File: src/rtl/fifo_flex_pkg.sv
// fifo_pkg: shared types and helpers for the fifo_flex FIFO.
//   fifo_status_t : packed bundle of the FIFO status/error flags.
//   level_width() : number of bits needed to hold an occupancy of 0..2**log_depth.
package fifo_pkg;

  typedef struct packed {
    logic full;
    logic empty;
    logic almost_full;
    logic almost_empty;
    logic overflow;
    logic underflow;
  } fifo_status_t;

  // Occupancy spans 0..2**log_depth inclusive, so it needs one extra bit.
  function automatic int level_width(input int log_depth);
    return log_depth + 1;
  endfunction

endpackage

File: src/rtl/fifo_flex_mem.sv
// fifo_mem: simple dual-port register array.
//   clk      : clock, write on posedge
//   we_i     : write enable
//   waddr_i  : write address
//   wdata_i  : write data
//   raddr_i  : read address (asynchronous read)
//   rdata_o  : read data, combinational from raddr_i
// Contents are intentionally not reset.
module fifo_mem #(
  parameter int DATA_WIDTH = 32,
  parameter int LOG_DEPTH  = 3
) (
  input  logic                  clk,
  input  logic                  we_i,
  input  logic [LOG_DEPTH-1:0]  waddr_i,
  input  logic [DATA_WIDTH-1:0] wdata_i,
  input  logic [LOG_DEPTH-1:0]  raddr_i,
  output logic [DATA_WIDTH-1:0] rdata_o
);

  logic [DATA_WIDTH-1:0] mem_q [2**LOG_DEPTH];

  // Synchronous write port.
  always_ff @(posedge clk) begin
    if (we_i) begin
      mem_q[waddr_i] <= wdata_i;
    end
  end

  assign rdata_o = mem_q[raddr_i];

endmodule

File: src/rtl/fifo_flex.sv
// fifo_flex: single-clock FIFO with programmable almost-full/almost-empty
// thresholds, occupancy level, sticky overflow/underflow flags, synchronous
// flush and selectable read mode (FWFT or 1-cycle registered output).
//   clk, rstn          : clock and synchronous active-low reset
//   flush              : clear contents (pointers/level) next cycle
//   wrreq, data        : write request and data
//   rdreq              : read request (pops the head word)
//   q, rdvalid         : read data and its valid flag
//   full, empty, almost_full, almost_empty, level : status from registered state
//   overflow, underflow: sticky error flags, cleared by err_clr
module fifo_flex
  import fifo_pkg::*;
#(
  parameter int DATA_WIDTH    = 32,
  parameter int LOG_DEPTH     = 3,
  parameter int FIFO_DEPTH    = 2**LOG_DEPTH,
  parameter int AFULL_THRESH  = FIFO_DEPTH - 1,
  parameter int AEMPTY_THRESH = 1,
  parameter bit FWFT          = 1'b1
) (
  input  logic                                clk,
  input  logic                                rstn,
  input  logic                                flush,
  input  logic                                wrreq,
  input  logic [DATA_WIDTH-1:0]               data,
  input  logic                                rdreq,
  output logic [DATA_WIDTH-1:0]               q,
  output logic                                rdvalid,
  output logic                                full,
  output logic                                empty,
  output logic                                almost_full,
  output logic                                almost_empty,
  output logic [level_width(LOG_DEPTH)-1:0]   level,
  output logic                                overflow,
  output logic                                underflow,
  input  logic                                err_clr
);

  localparam int LVL_W = level_width(LOG_DEPTH);
  localparam int PTR_W = LOG_DEPTH;

  typedef struct packed {
    logic [PTR_W-1:0] rptr;
    logic [PTR_W-1:0] wptr;
    logic [LVL_W-1:0] level;
  } ptr_state_t;

  ptr_state_t            ptr_q, ptr_d;
  logic                  ovf_q, ovf_d;
  logic                  udf_q, udf_d;
  fifo_status_t          status_s;
  logic                  rd_acc_s, wr_acc_s, rd_ok_s, wr_ok_s;
  logic                  ovf_set_s, udf_set_s;
  logic [DATA_WIDTH-1:0] rdata_s;

  // Status flags are derived purely from registered state.
  always_comb begin
    status_s              = '0;
    status_s.full         = (ptr_q.level == LVL_W'(FIFO_DEPTH));
    status_s.empty        = (ptr_q.level == LVL_W'(0));
    status_s.almost_full  = (ptr_q.level >= LVL_W'(AFULL_THRESH));
    status_s.almost_empty = (ptr_q.level <= LVL_W'(AEMPTY_THRESH));
    status_s.overflow     = ovf_q;
    status_s.underflow    = udf_q;
  end

  // Acceptance: a read frees a slot so a write at full still goes through;
  // flush drops both requests and suppresses any error they would raise.
  always_comb begin
    rd_acc_s  = rdreq & ~status_s.empty;
    wr_acc_s  = wrreq & (~status_s.full | rd_acc_s);
    rd_ok_s   = rd_acc_s & ~flush;
    wr_ok_s   = wr_acc_s & ~flush;
    ovf_set_s = wrreq & status_s.full & ~rd_acc_s & ~flush;
    udf_set_s = rdreq & status_s.empty & ~flush;
  end

  // Pointer and level next-state.
  always_comb begin
    ptr_d = ptr_q;
    if (flush) begin
      ptr_d = '0;
    end else begin
      if (wr_ok_s) begin
        ptr_d.wptr = ptr_q.wptr + PTR_W'(1);
      end else begin
        ptr_d.wptr = ptr_q.wptr;
      end
      if (rd_ok_s) begin
        ptr_d.rptr = ptr_q.rptr + PTR_W'(1);
      end else begin
        ptr_d.rptr = ptr_q.rptr;
      end
      case ({wr_ok_s, rd_ok_s})
        2'b10:   ptr_d.level = ptr_q.level + LVL_W'(1);
        2'b01:   ptr_d.level = ptr_q.level - LVL_W'(1);
        default: ptr_d.level = ptr_q.level;
      endcase
    end
  end

  // Sticky error flags: a new error in the clearing cycle wins over err_clr.
  always_comb begin
    ovf_d = (ovf_q & ~err_clr) | ovf_set_s;
    udf_d = (udf_q & ~err_clr) | udf_set_s;
  end

  // Pointer/level and error flag registers.
  always_ff @(posedge clk) begin
    if (!rstn) begin
      ptr_q <= '0;
      ovf_q <= 1'b0;
      udf_q <= 1'b0;
    end else begin
      ptr_q <= ptr_d;
      ovf_q <= ovf_d;
      udf_q <= udf_d;
    end
  end

  fifo_mem #(
    .DATA_WIDTH (DATA_WIDTH),
    .LOG_DEPTH  (LOG_DEPTH)
  ) u_mem (
    .clk     (clk),
    .we_i    (wr_ok_s),
    .waddr_i (ptr_q.wptr),
    .wdata_i (data),
    .raddr_i (ptr_q.rptr),
    .rdata_o (rdata_s)
  );

  generate
    if (FWFT) begin : g_fwft
      // Head word is presented directly; rdreq acknowledges it.
      always_comb begin
        q       = rdata_s;
        rdvalid = ~status_s.empty;
      end
    end else begin : g_reg
      logic [DATA_WIDTH-1:0] q_q, q_d;
      logic                  rdvalid_q, rdvalid_d;

      // q captures the head word on an accepted read, otherwise holds.
      always_comb begin
        if (rd_ok_s) begin
          q_d = rdata_s;
        end else begin
          q_d = q_q;
        end
        rdvalid_d = rd_ok_s;
      end

      // Registered read-data stage.
      always_ff @(posedge clk) begin
        if (!rstn) begin
          q_q       <= '0;
          rdvalid_q <= 1'b0;
        end else begin
          q_q       <= q_d;
          rdvalid_q <= rdvalid_d;
        end
      end

      assign q       = q_q;
      assign rdvalid = rdvalid_q;
    end
  endgenerate

  assign full         = status_s.full;
  assign empty        = status_s.empty;
  assign almost_full  = status_s.almost_full;
  assign almost_empty = status_s.almost_empty;
  assign overflow     = status_s.overflow;
  assign underflow    = status_s.underflow;
  assign level        = ptr_q.level;

endmodule
File: config.mk
export PLATFORM = sky130hd
export DESIGN_NAME = fifo_flex
export DESIGN_NICKNAME = d
export VERILOG_FILES = /design/src/rtl/fifo_flex_pkg.sv /design/src/rtl/fifo_flex_mem.sv /design/src/rtl/fifo_flex.sv
export SDC_FILE = /design/constraint.sdc
export NUM_CORES = 1
export LEC_CHECK = 0
export ABC_AREA = 0
export BUFFER_PORTS_ARGS = -buffer_cell sky130_fd_sc_hd__buf_2
export CAP_MARGIN = 20
export CORE_MARGIN = 2
export CORE_UTILIZATION = 34
export DETAILED_ROUTE_END_ITERATION = 10
export GPL_ROUTABILITY_DRIVEN = 0
export SYNTH_ARGS = -nofsm -noshare
export SYNTH_HDL_FRONTEND = slang
export SYNTH_HIERARCHICAL = 1
export SYNTH_SLANG_ARGS = --single-unit
File: constraint.sdc
create_clock -name clk -period 6.95 [get_ports clk]
set_input_delay 0.695 -clock clk [delete_from_list [all_inputs] [get_ports clk]]
set_output_delay 0.695 -clock clk [all_outputs]
set_load 0.01 [all_outputs]
==> impl_summary.txt <==
----------------------------------------------------
[STA]
  Clock period minus final worst setup slack ... 3.690 ns
  Transition time at the pin with the least slew margin ... 0.9255 ns
  Final Cycle Share ... 53.09%
  Number of pins with negative max-slew slack in the final report ... 0
  Clock tree skew after final layout ... around 0.007 ns
  Worst slew margin ... a little under two fifths
  RSZ-0062 raised after global routing ... no
  Post-route setup TNS ... 0 ns
  Hold Vio Cnt, Final ... 0
  Achievable frequency ... 271.0 MHz
  Finish-stage setup viols ... 0

[Global route]
  Congestion Overflow GR ... 0
  Wire length of the first global-routing pass ... 31210 µm
  Global-route usage over all layers ... 12.59%
  Largest net degree at the start of global routing ... 67
  Via count of the first global-routing pass ... just over 5000
  Number of antenna violations at the first check in global routing ... 2

[Setup path]
  Worst Setup End Kind ... primary output
  Required arrival time at the worst endpoint ... around 6.3 ns
  Slowest stage cell, crit path ... sky130_fd_sc_hd__buf_4
  Series of cell instances along the critical path ... buf_4, mux4_1, mux2_2, buf_2
  Kind of launch point of the worst setup path ... register
  Worst setup startpoint ... ptr_q[7]
  WS Path Type ... reg2out
  Biggest fanout along the worst timing path ... 45
  R2R setup slack ... ~3.7 ns
  Crit path arrival time ... 2.99 ns
  Worst r2r dst ... u_mem/mem_q[0][10]
  WP depth ... 4
  Register-to-Register Path Depth ... 8
  Cell type group with the largest total delay on the critical path ... multiplexers
  Combined buffer and inverter count along the critical path ... 2
  Peak per-stage delay on the critical path ... 0.72 ns
  Destination of the critical timing path ... q[24]
  Critical register-to-register path startpoint ... level[0]

[Power]
  Leakage power total ... 3.989 nW
  Net switching component of the power ... between 0.0006 and 0.0007 W
  Internal power ... 0.002715 W
  Combinational share of power ... about 2.8%
  Peak ir drop on the vdd network ... 0.0001681 V
  Portion of total power attributed to the clock network ... 43.9%
  Post-route total power ... roughly 0.0034 W
  Switch share ... 18.96%
  Power per cell area ... 271.6 nW/µm²
  Share of total power in sequential cells ... 53.2%

[Route]
  Routed WL ... 20510 µm
  Wire length per cell after detailed routing ... 21.00 µm
  Vias per std cell ... 4.937
  Number of DRC violations after detailed-routing iteration 0 ... about 300
  Residual DRC ... 0
  Vias post-DR ... 4823
  DRT Pass-1 Iters ... 4
  Antenna-violating nets left ... 0

[Clock tree]
  CTS max path bufs ... 3
  Clk root buf ... sky130_fd_sc_hd__clkbuf_16
  Clock Pin Slew Worst Setup and Hold Paths ... 0.06 ns
  PostCTS Resize Cnt ... 0
  CTS Buf Count ... 27
  H-Tree Depth ... 1
  Clock latency reported for the late side of the worst-skew pair ... 0.53 ns
  Hold-fix buffers, CTS ... 0
  Number of buffers inserted to repair setup after CTS ... 0
  CTS tree ... built
  TritonCTS Sinks ... 268

[Logic synthesis]
  Net count after synthesis ... 507
  Largest family of logic cells by synthesized area ... multiplexers
  Multiplexer area fraction after synthesis ... 18.63%
  Mean instance size in the synthesized netlist ... 22.74 µm²
  Area share of xor/xnor cells in the synthesized design ... less than 1%
  Compound-gate portion of the synthesized area ... 1.212%
  Yosys warning total ... 6
  Portion of the post-synthesis area used by sequential elements ... 75.29%
  Number of distinct standard cells referenced by the synthesized netlist ... 38
  Synthesized-area fraction occupied by and/or/nand/nor cells ... 2.198%
  Number of instances in the synthesized netlist ... 463
  Post-synthesis cell area ... 10530 µm²
  Adder and majority gate portion of the synthesized area ... less than 1%
  Number of synthesized register bits ... 268

[Worst hold path]
  Launch instance of the worst min-delay path ... rstn
  Hold crit path type ... in2reg

[Floorplan]
  Starting utilization of the core area ... 34.51%
  Horizontal die dimension ... 180.0 µm
  Core Rows ... 64
  Vert. Die Dim ... around 180 µm
  Number of primary I/O pins ... 81
  Die area ... around 32000 µm²
  Core area ... 30510 µm²

[Final layout]
  Post-layout net count ... 603
  Area taken by flip-flops and latches ... 7936 µm²
  Area delta synth->final ... 17.15%
  Area used by multi-input combinational logic ... ~2500 µm²
  Fraction of layout cells with a size suffix above 1 ... 35.34%
  Total of fill cells in the finished design ... 2677

[Placement]
  HPWL reported at the end of detailed placement ... 11620 µm
  Quantity of I/O buffers inserted on ports ... 80

[Outcome]
  Result of the run ... finished clean

[Run]
  Max-cap violations ... 0

----------------------------------------------------
## placed cells by master, fill, tap and decap left out, drive strengths merged, types with 2 or more instances in the layout
| cell | instances |
|---|---|
| edfxtp | 256 |
| or4 | 2 |
| mux4 | 64 |
| nor3 | 3 |
| dfxtp | 12 |
| or3b | 2 |
| o31ai | 2 |
| inv | 9 |
| buf | 90 |
| nor2 | 10 |
| o21ai | 6 |
| bufinv | 4 |
| a21oi | 7 |
| nand2 | 4 |
| clkinv | 7 |
| or3 | 3 |
| clkbuf | 36 |
| nand2b | 8 |
| xor2 | 2 |
| mux2 | 32 |
| ha | 6 |
## layout make-up
class / instances / share of cell area [%]
tap: 396 / 4.017
antenna: 1 / 0.02029
timing repair buffer: 90 / 3.956
sequential: 268 / 64.34
inverter: 7 / 0.2130
multi-input combinational: 165 / 20.01
clock buffer: 36 / 5.995
clock inverter: 14 / 1.440
## layer usage
layer / up-vias / track usage, % / part of all wire, %
met5: - / 0 / 0.054
met4: 2 / 3.089 / 1.6
met3: 32 / 2.411 / 4.2
met2: 93 / 22.39 / 51
met1: 2536 / 15.86 / 43
li1: 2160 / - / -
## state kept, by name, indices dropped and copies added (netlist names)
name and flops:
overflow 1, level 4, underflow 1, ptr_q 6, u_mem/mem_q 256
## through the flow
stage	util [%]	hold slack [ns]	std cells	worst slack [ns]	instance area [µm²]
floorplan	-	0.4507	463	2.859	10530
global placement	37.35	0.4620	925	3.685	11390
detailed placement	37.41	0.4939	926	3.692	11410
CTS	40.42	0.3912	976	3.125	12330
global route	40.42	0.4099	976	3.052	12330
finish	40.43	0.4212	977	3.260	12330
## power by group through the flow
stage | logic, W | clock network (W) | registers (W)
floorplan | 0.0000462 | 0 | 0.00182
global placement | 0.0000915 | 0 | 0.00182
detailed placement | 0.0000960 | 0 | 0.00182
CTS | 0.0000964 | 0.00151 | 0.00178
global route | 0.000104 | 0.00157 | 0.00178
finish | 0.0000940 | 0.00147 | 0.00178
## kinds of logic (layout without fill, tap and decap cells)
group | after synthesis | after routing
flops | 268 | 268
mux | 97 | 97
simple gates | 39 | 39
buf+inv | 30 | 147
compound gates | 21 | 21
fa+ha+maj | 6 | 6
xor+xnor | 2 | 2
other cells | 0 | 1
## worst min path at each step
stage          slack, ns  depth (start not counted)        end
3_5_place_dp        0.49                          2   overflow
4_1_cts             0.39                          2  underflow
3_3_place_gp        0.46                          2   overflow
6_report            0.42                          2  underflow
2_1_floorplan       0.45                          2   ptr_q[9]
5_1_grt             0.41                          2  underflow
## Yosys cell counts (all sizes together)
library cell / number / share of area, %
inv: 7 / 0.25
buf: 21 / 1.5
mux2i: 1 / 0.095
ha: 6 / 0.71
xor2: 2 / 0.17
a2111o: 1 / 0.11
mux4: 64 / 15
edfxtp: 256 / 73
or2: 1 / 0.059
or4: 2 / 0.14
a21o: 1 / 0.071
nor2: 10 / 0.36
dfxtp: 12 / 2.3
o31ai: 2 / 0.14
nand2b: 8 / 0.48
nor2b: 1 / 0.059
a21oi: 7 / 0.33
o211ai: 1 / 0.071
nor3: 3 / 0.14
clkbuf: 2 / 0.071
o21ai: 6 / 0.29
o22ai: 1 / 0.059
nand4b: 1 / 0.083
and3b: 1 / 0.083
or4b: 1 / 0.13
nand2: 4 / 0.14
and4bb: 1 / 0.12
or3: 3 / 0.18
a211oi: 1 / 0.071
and2: 1 / 0.059
or3b: 2 / 0.17
a21boi: 1 / 0.071
mux2: 32 / 3.4
## worst register-to-register path: stages, from the launching register on
cell                       delay [ns]
sky130_fd_sc_hd__dfxtp_1         0.46
sky130_fd_sc_hd__inv_1           0.08
sky130_fd_sc_hd__ha_1            0.26
sky130_fd_sc_hd__and4bb_2        0.29
sky130_fd_sc_hd__or2_2           0.31
sky130_fd_sc_hd__inv_1           0.08
sky130_fd_sc_hd__nand2b_1        0.21
sky130_fd_sc_hd__nor3_2          0.65
sky130_fd_sc_hd__buf_4           0.51
Power figures use the tool's default switching activity.
